`config.mk`:
```
export PLATFORM = sky130hd
export DESIGN_NAME = weird_rr_sched_flat
export DESIGN_NICKNAME = d
export VERILOG_FILES = /design/src/rtl/weird_rr_sched_if.sv /design/src/rtl/weird_rr_sched.sv /design/src/flat_wrapper.sv
export SDC_FILE = /design/constraint.sdc
export NUM_CORES = 1
export LEC_CHECK = 0
export ABC_CLOCK_PERIOD_IN_PS = 2800
export CORE_ASPECT_RATIO = 1.1
export CORE_MARGIN = 2
export CORE_UTILIZATION = 43
export CTS_BUF_LIST = sky130_fd_sc_hd__clkbuf_2 sky130_fd_sc_hd__clkbuf_4 sky130_fd_sc_hd__clkbuf_8
export DETAILED_ROUTE_END_ITERATION = 12
export GPL_ROUTABILITY_DRIVEN = 0
export GPL_TIMING_DRIVEN = 0
export HOLD_SLACK_MARGIN = 0.02
export PLACE_DENSITY = 0.87
export SETUP_SLACK_MARGIN = 0.15
export SLEW_MARGIN = 5
export SYNTH_ARGS = -nofsm -noshare
export SYNTH_HDL_FRONTEND = slang
export SYNTH_SLANG_ARGS = --single-unit
```
`constraint.sdc`:
```
create_clock -name clk -period 2.8 [get_ports clk]
set_input_delay 0.42 -clock clk [delete_from_list [all_inputs] [get_ports clk]]
set_output_delay 0.42 -clock clk [all_outputs]
set_load 0.03 [all_outputs]
```
`src/rtl/weird_rr_sched_if.sv`:
```
// weird_rr_sched_if
//   Bundles the scheduler's request, response and logic-unit signals.
//   slave  : scheduler side (accepts requests, drives the logic unit).
//   master : environment side (requesters, response consumer, logic unit).
//   Request  : req_valid/req_ready per requester, packed req_foo/req_bar/req_op.
//   Response : resp_valid/resp_ready, resp_data, resp_id.
//   Unit     : alu_en, alu_foo, alu_bar out; alu_and/or/xor/nand results in.
//   Status   : busy.
interface weird_rr_sched_if #(
  parameter int BITS = 4,
  parameter int NREQ = 4,
  parameter int IDW  = $clog2(NREQ)
);
  logic [NREQ-1:0]      req_valid;
  logic [NREQ-1:0]      req_ready;
  logic [NREQ*BITS-1:0] req_foo;
  logic [NREQ*BITS-1:0] req_bar;
  logic [NREQ*2-1:0]    req_op;
  logic                 resp_valid;
  logic                 resp_ready;
  logic [BITS-1:0]      resp_data;
  logic [IDW-1:0]       resp_id;
  logic                 alu_en;
  logic [BITS-1:0]      alu_foo;
  logic [BITS-1:0]      alu_bar;
  logic [BITS-1:0]      alu_and;
  logic [BITS-1:0]      alu_or;
  logic [BITS-1:0]      alu_xor;
  logic [BITS-1:0]      alu_nand;
  logic                 busy;

  modport slave (
    input  req_valid, req_foo, req_bar, req_op, resp_ready,
    input  alu_and, alu_or, alu_xor, alu_nand,
    output req_ready, resp_valid, resp_data, resp_id,
    output alu_en, alu_foo, alu_bar, busy
  );

  modport master (
    output req_valid, req_foo, req_bar, req_op, resp_ready,
    output alu_and, alu_or, alu_xor, alu_nand,
    input  req_ready, resp_valid, resp_data, resp_id,
    input  alu_en, alu_foo, alu_bar, busy
  );
endinterface

```
`src/rtl/weird_rr_sched.sv`:
```
// weird_rr_sched
//   Round-robin scheduler sharing one registered bitwise logic unit among
//   NREQ requesters. One operation in flight at a time:
//   IDLE (grant) -> ISSUE (alu_en) -> WAIT (capture) -> RESP (handshake).
//   Ports:
//     clk  : clock, all state on the rising edge
//     rst  : asynchronous active-high reset
//     bus  : weird_rr_sched_if.slave (request, response, logic-unit, busy)
module weird_rr_sched #(
  parameter int BITS = 4,
  parameter int NREQ = 4,
  parameter int IDW  = $clog2(NREQ)
) (
  input  logic               clk,
  input  logic               rst,
  weird_rr_sched_if.slave    bus
);

  typedef enum logic [1:0] {
    ST_IDLE  = 2'd0,
    ST_ISSUE = 2'd1,
    ST_WAIT  = 2'd2,
    ST_RESP  = 2'd3
  } state_e;

  state_e          state_q, state_d;
  logic [IDW-1:0]  rr_ptr_q, rr_ptr_d;
  logic [IDW-1:0]  id_q, id_d;
  logic [1:0]      op_q, op_d;
  logic [BITS-1:0] alu_foo_q, alu_foo_d;
  logic [BITS-1:0] alu_bar_q, alu_bar_d;
  logic            alu_en_q, alu_en_d;
  logic            resp_valid_q, resp_valid_d;
  logic [BITS-1:0] resp_data_q, resp_data_d;
  logic [IDW-1:0]  resp_id_q, resp_id_d;
  logic            busy_q, busy_d;

  logic            grant_found_s;
  logic [IDW-1:0]  grant_id_s;
  logic [IDW:0]    cand_s;
  logic [NREQ-1:0] req_ready_s;

  // Pick the logic-unit output matching the latched op code.
  function automatic logic [BITS-1:0] pick_result(
    input logic [1:0]      op,
    input logic [BITS-1:0] r_and,
    input logic [BITS-1:0] r_or,
    input logic [BITS-1:0] r_xor,
    input logic [BITS-1:0] r_nand
  );
    logic [BITS-1:0] r;
    case (op)
      2'd0:    r = r_and;
      2'd1:    r = r_or;
      2'd2:    r = r_xor;
      2'd3:    r = r_nand;
      default: r = r_and;
    endcase
    return r;
  endfunction

  // Round-robin search: first valid requester at rr_ptr, rr_ptr+1, ... wrapping at NREQ-1.
  always_comb begin
    grant_found_s = 1'b0;
    grant_id_s    = '0;
    cand_s        = '0;
    for (int k = 0; k < NREQ; k++) begin
      cand_s = {1'b0, rr_ptr_q} + (IDW+1)'(k);
      // Wrap explicitly so non-power-of-2 NREQ never yields an ID >= NREQ.
      if (cand_s >= (IDW+1)'(NREQ)) begin
        cand_s = cand_s - (IDW+1)'(NREQ);
      end else begin
        cand_s = cand_s;
      end
      if (!grant_found_s && bus.req_valid[cand_s[IDW-1:0]]) begin
        grant_found_s = 1'b1;
        grant_id_s    = cand_s[IDW-1:0];
      end else begin
        grant_found_s = grant_found_s;
      end
    end
  end

  // Next-state and next-output logic for the scheduler FSM.
  always_comb begin
    state_d      = state_q;
    rr_ptr_d     = rr_ptr_q;
    id_d         = id_q;
    op_d         = op_q;
    alu_foo_d    = alu_foo_q;
    alu_bar_d    = alu_bar_q;
    alu_en_d     = 1'b0;
    resp_valid_d = resp_valid_q;
    resp_data_d  = resp_data_q;
    resp_id_d    = resp_id_q;
    req_ready_s  = '0;
    case (state_q)
      ST_IDLE: begin
        if (grant_found_s) begin
          // Handshake completes this cycle; operands are latched now so later
          // changes by the requester cannot disturb the op.
          req_ready_s[grant_id_s] = 1'b1;
          alu_foo_d = bus.req_foo[grant_id_s*BITS +: BITS];
          alu_bar_d = bus.req_bar[grant_id_s*BITS +: BITS];
          op_d      = bus.req_op[grant_id_s*2 +: 2];
          id_d      = grant_id_s;
          alu_en_d  = 1'b1;      // registered: high during ISSUE only
          state_d   = ST_ISSUE;
        end else begin
          state_d = ST_IDLE;
        end
      end
      ST_ISSUE: begin
        state_d = ST_WAIT;
      end
      ST_WAIT: begin
        resp_data_d  = pick_result(op_q, bus.alu_and, bus.alu_or, bus.alu_xor, bus.alu_nand);
        resp_id_d    = id_q;
        resp_valid_d = 1'b1;
        state_d      = ST_RESP;
      end
      ST_RESP: begin
        if (bus.resp_ready) begin
          resp_valid_d = 1'b0;
          // Pointer follows the granted ID, not the old pointer.
          rr_ptr_d = (id_q == IDW'(NREQ-1)) ? '0 : id_q + IDW'(1);
          state_d  = ST_IDLE;
        end else begin
          state_d = ST_RESP;
        end
      end
      default: begin
        state_d      = ST_IDLE;
        resp_valid_d = 1'b0;
      end
    endcase
    busy_d = (state_d != ST_IDLE);
  end

  // State and output registers; reset discards any in-flight op.
  always_ff @(posedge clk or posedge rst) begin
    if (rst) begin
      state_q      <= ST_IDLE;
      rr_ptr_q     <= '0;
      id_q         <= '0;
      op_q         <= 2'd0;
      alu_foo_q    <= '0;
      alu_bar_q    <= '0;
      alu_en_q     <= 1'b0;
      resp_valid_q <= 1'b0;
      resp_data_q  <= '0;
      resp_id_q    <= '0;
      busy_q       <= 1'b0;
    end else begin
      state_q      <= state_d;
      rr_ptr_q     <= rr_ptr_d;
      id_q         <= id_d;
      op_q         <= op_d;
      alu_foo_q    <= alu_foo_d;
      alu_bar_q    <= alu_bar_d;
      alu_en_q     <= alu_en_d;
      resp_valid_q <= resp_valid_d;
      resp_data_q  <= resp_data_d;
      resp_id_q    <= resp_id_d;
      busy_q       <= busy_d;
    end
  end

  // req_ready is the only combinational output; force it low while in reset.
  assign bus.req_ready  = rst ? '0 : req_ready_s;
  assign bus.alu_en     = alu_en_q;
  assign bus.alu_foo    = alu_foo_q;
  assign bus.alu_bar    = alu_bar_q;
  assign bus.resp_valid = resp_valid_q;
  assign bus.resp_data  = resp_data_q;
  assign bus.resp_id    = resp_id_q;
  assign bus.busy       = busy_q;

endmodule

```
`src/flat_wrapper.sv`:
```
// flat-port wrapper written by rule: the top's interface ports become plain ports
module weird_rr_sched_flat 
#(
  parameter int BITS = 4,
  parameter int NREQ = 4,
  parameter int IDW  = $clog2(NREQ)
)
  (clk, rst, bus_req_valid, bus_req_foo, bus_req_bar, bus_req_op, bus_resp_ready, bus_alu_and, bus_alu_or, bus_alu_xor, bus_alu_nand, bus_req_ready, bus_resp_valid, bus_resp_data, bus_resp_id, bus_alu_en, bus_alu_foo, bus_alu_bar, bus_busy);
  weird_rr_sched_if #(.BITS(BITS), .NREQ(NREQ), .IDW(IDW)) bus_i ();
  input  logic clk;
  input  logic rst;
  input wire logic [$bits(bus_i.req_valid)-1:0] bus_req_valid;
  input wire logic [$bits(bus_i.req_foo)-1:0] bus_req_foo;
  input wire logic [$bits(bus_i.req_bar)-1:0] bus_req_bar;
  input wire logic [$bits(bus_i.req_op)-1:0] bus_req_op;
  input wire logic [$bits(bus_i.resp_ready)-1:0] bus_resp_ready;
  input wire logic [$bits(bus_i.alu_and)-1:0] bus_alu_and;
  input wire logic [$bits(bus_i.alu_or)-1:0] bus_alu_or;
  input wire logic [$bits(bus_i.alu_xor)-1:0] bus_alu_xor;
  input wire logic [$bits(bus_i.alu_nand)-1:0] bus_alu_nand;
  output wire logic [$bits(bus_i.req_ready)-1:0] bus_req_ready;
  output wire logic [$bits(bus_i.resp_valid)-1:0] bus_resp_valid;
  output wire logic [$bits(bus_i.resp_data)-1:0] bus_resp_data;
  output wire logic [$bits(bus_i.resp_id)-1:0] bus_resp_id;
  output wire logic [$bits(bus_i.alu_en)-1:0] bus_alu_en;
  output wire logic [$bits(bus_i.alu_foo)-1:0] bus_alu_foo;
  output wire logic [$bits(bus_i.alu_bar)-1:0] bus_alu_bar;
  output wire logic [$bits(bus_i.busy)-1:0] bus_busy;
  assign bus_i.req_valid = bus_req_valid;
  assign bus_i.req_foo = bus_req_foo;
  assign bus_i.req_bar = bus_req_bar;
  assign bus_i.req_op = bus_req_op;
  assign bus_i.resp_ready = bus_resp_ready;
  assign bus_i.alu_and = bus_alu_and;
  assign bus_i.alu_or = bus_alu_or;
  assign bus_i.alu_xor = bus_alu_xor;
  assign bus_i.alu_nand = bus_alu_nand;
  assign bus_req_ready = bus_i.req_ready;
  assign bus_resp_valid = bus_i.resp_valid;
  assign bus_resp_data = bus_i.resp_data;
  assign bus_resp_id = bus_i.resp_id;
  assign bus_alu_en = bus_i.alu_en;
  assign bus_alu_foo = bus_i.alu_foo;
  assign bus_alu_bar = bus_i.alu_bar;
  assign bus_busy = bus_i.busy;
  weird_rr_sched #(.BITS(BITS), .NREQ(NREQ), .IDW(IDW)) u_core (.clk(clk), .rst(rst), .bus(bus_i));
endmodule
```
==> impl_metrics.yaml <==
cells_and_area:
  seqCellArea_sq_um: 626
  areaGrowthSynthToFinish_pct: 59.1
  n_antenna_cell: 0
  fin_area_sq_um: 2460
  multi_input_area_sq_um: 848
  final_core_util: 0.728
  drive_gt1_frac: 0.222
  n_fill_cell: 241
  finalNetCount: 286
hold_path:
  min_from: "u_core.bus.resp_valid"
  hp-class: "reg -> reg"
  hold_depth: 1
  min_to: "u_core.bus.resp_valid"
sta:
  period_share: 0.918
  setup_viol: 0
  tightestPinTransition_ns: 0.934
  min_period_ns: 2.57
  hold_violations: 0
  slew_headroom: 0.377
  rsz0062_at_grt: "false"
  max_freq_ghz: 0.389
  finalMaxSlewViolations: 0
  finClkSkew_ns: 0.0154
die:
  die-area_sq_um: 4100
  floorplan.initialDensity: 0.458
  chipHeight_um: 67.0
  die_w_um: 61.2
  core_area_sq_um: 3390
  row_count: 22
  boundaryPins: 84
clock_network:
  clockBufferDepth: 2
  worst_skew_pair.late_latency_ns: 0.32
  clk_pin_slew_ns: 0.14
  numCtsBuffers: 3
  tritoncts: "built"
  cts-root-buf: "clkbuf_4"
  cts_max_level: 1
  postCtsHoldBufs: 0
  cts_sinks: 25
grt:
  grt_pass1_wl_mm: 6.34
  track_usage: 0.213
  grt_antenna_before_repair: 0
  first_global_vias: 1428
  grt_remaining_overflow: 0
  grt_max_degree: 26
setup_path:
  cp_max_fo: 5
  endpoint_kind: "output port"
  crit_arrival_ns: 2.15
  rrSetupSlack_ns: 1.07
  path_class: "in -> out"
  worstPathRequired_ns: 2.38
  r2r-end: "u_core.bus.alu_bar[3]"
  startpoint_type: "input port"
  reg2reg_depth: 5
  r2r_start: "u_core.state_q[1]"
synth:
  yosys-top-cells-area: "dfrtp_1 (40%), a211oi_2 (8.1%), mux2i_1 (6.5%)"
  synth_nets: 197
  async_flop_share: 1.00
  synthesis.area_sq_um: 1550
  ys_seq_area_frac: 0.404
  synthFlopType: "dfrtp_1"
  ys_top_cells_by_count: "dfrtp_1 (25), nor2_1 (11)"
  synth.distinct_cells: 39
  synth_top_area_cell: "dfrtp_1"
  yosysTopAreaCellShare: 0.404
  synth_seq_cells: 25
  synth_edf_count: 0
  synth_area_per_cell_sq_um: 11.6
  yosysMostFrequentCell: "dfrtp_1"
  syn-instance-count: 133
  yosys_warnings: 0
detailed_routing:
  dr_total_vias: 1403
  wl_per_cell_um: 14.9
  dr.pass1.iters: 4
  drt_wl_total_mm: 4.02
  detail-route-antenna-nets: 0
  drt-initial-drc-count: 60
  vias_per_cell: 5.22
  drcViolationCount: 0
placed_design:
  dpl_cell_area_sq_um: 2440
  dp.final_hpwl_mm: 3.32
  port_buffers: 83
job:
  drv_cap: 0
power:
  ir_worst_vdd_mv: 0.440
  p_leak_uw: 0.000999
  cellPowerDensity_nw_per_um2: 878
run_status:
  status: "complete, no violations"
## flip-flops by register name (all words and copies together) (netlist names)
signal                 cells
u_core.bus.alu_en          1
u_core.id_q                2
u_core.bus.resp_data       4
u_core.state_q             2
u_core.bus.alu_foo         4
u_core.bus.alu_bar         4
u_core.bus.resp_valid      1
u_core.op_q                2
u_core.bus.resp_id         2
u_core.rr_ptr_q            2
u_core.bus.busy            1
## kinds of logic (layout without fill, tap and decap cells)
| kind of cell | after synthesis | after routing | synth area share |
|---|---|---|---|
| compound gates | 40 | 40 | 0.234 |
| fa+ha+maj | 1 | 1 | 0.00808 |
| buf+inv | 13 | 101 | 0.0485 |
| flops | 25 | 25 | 0.404 |
| mux | 23 | 23 | 0.188 |
| simple gates | 31 | 31 | 0.117 |
## where the power goes
part	switching [uW]	total [uW]	internal, uW
sequential	135	672	537
combinational	678	1320	641
clock	108	173	65.4
## routing by layer
metal  vias up  global-route usage  routed length [um]
met5         -                   0                   0
met4         0              0.0571                  39
met3         4              0.0641                 466
met2        80               0.370                1970
met1       642               0.251                1550
li1        677                   -                   -
## cell usage in the layout, fill, tap and decap left out, types with 2 or more instances in the layout
master,count
buf_2,5
buf_6,2
inv_1,3
buf_4,2
mux2i_1,10
nand2_1,5
a21boi_0,10
dfrtp_1,25
dlymetal6s2s_1,2
nand2_2,2
clkbuf_1,3
mux4_2,4
clkdlybuf4s50_1,77
nor3_1,2
nor2_1,11
clkbuf_4,5
nor2b_1,2
a211oi_2,10
a211oi_1,10
mux2_2,8
nor3_2,2
## area by class of cell
type,count,share of cell area
timing repair buffer,84,0.335
sequential,25,0.254
multi-input combinational,95,0.344
inverter,5,0.00964
buffer,8,0.0208
tap,48,0.0244
clock buffer,4,0.0122
## critical path, cell delays in order
cell	delay (ns)
clkdlybuf4s50_1	0.56
nor4_2	0.10
nor3_4	0.20
or3b_4	0.47
nor3_2	0.19
clkbuf_4	0.22
## worst max path at each step
stage / startpoint / to / slack (ns)
detailed placement: bus_req_valid[2] / bus_req_ready[3] / -0.39
finish: bus_req_valid[1] / bus_req_ready[3] / 0.23
CTS: bus_req_valid[2] / bus_req_ready[3] / 0.14
floorplan: u_core.rr_ptr_q[1] / bus_req_ready[1] / 0.62
global placement: bus_req_valid[2] / bus_req_ready[3] / -0.33
global route: bus_req_valid[1] / bus_req_ready[3] / 0.16
## what timing repair did
| item | CTS | global route |
|---|---|---|
| endpoints found under the setup margin | 4 | 4 |
| resized for setup | 20 | 5 |
| setup buffers | 1 | 0 |
| pin swaps | 1 | 1 |
## per-stage QoR
stage	hold slack [ns]	power (uW)	worst slack (ns)	instances	TNS, ns
after floorplan	0.447	1520	0.625	133	0
after global placement	0.459	1960	-0.332	264	-1.06
after detailed placement	0.473	2000	-0.386	264	-1.22
after CTS	0.504	2170	0.136	269	0
after global routing	0.523	2310	0.157	269	0
final	0.498	2160	0.231	269	0
Power figures use the tool's default switching activity.
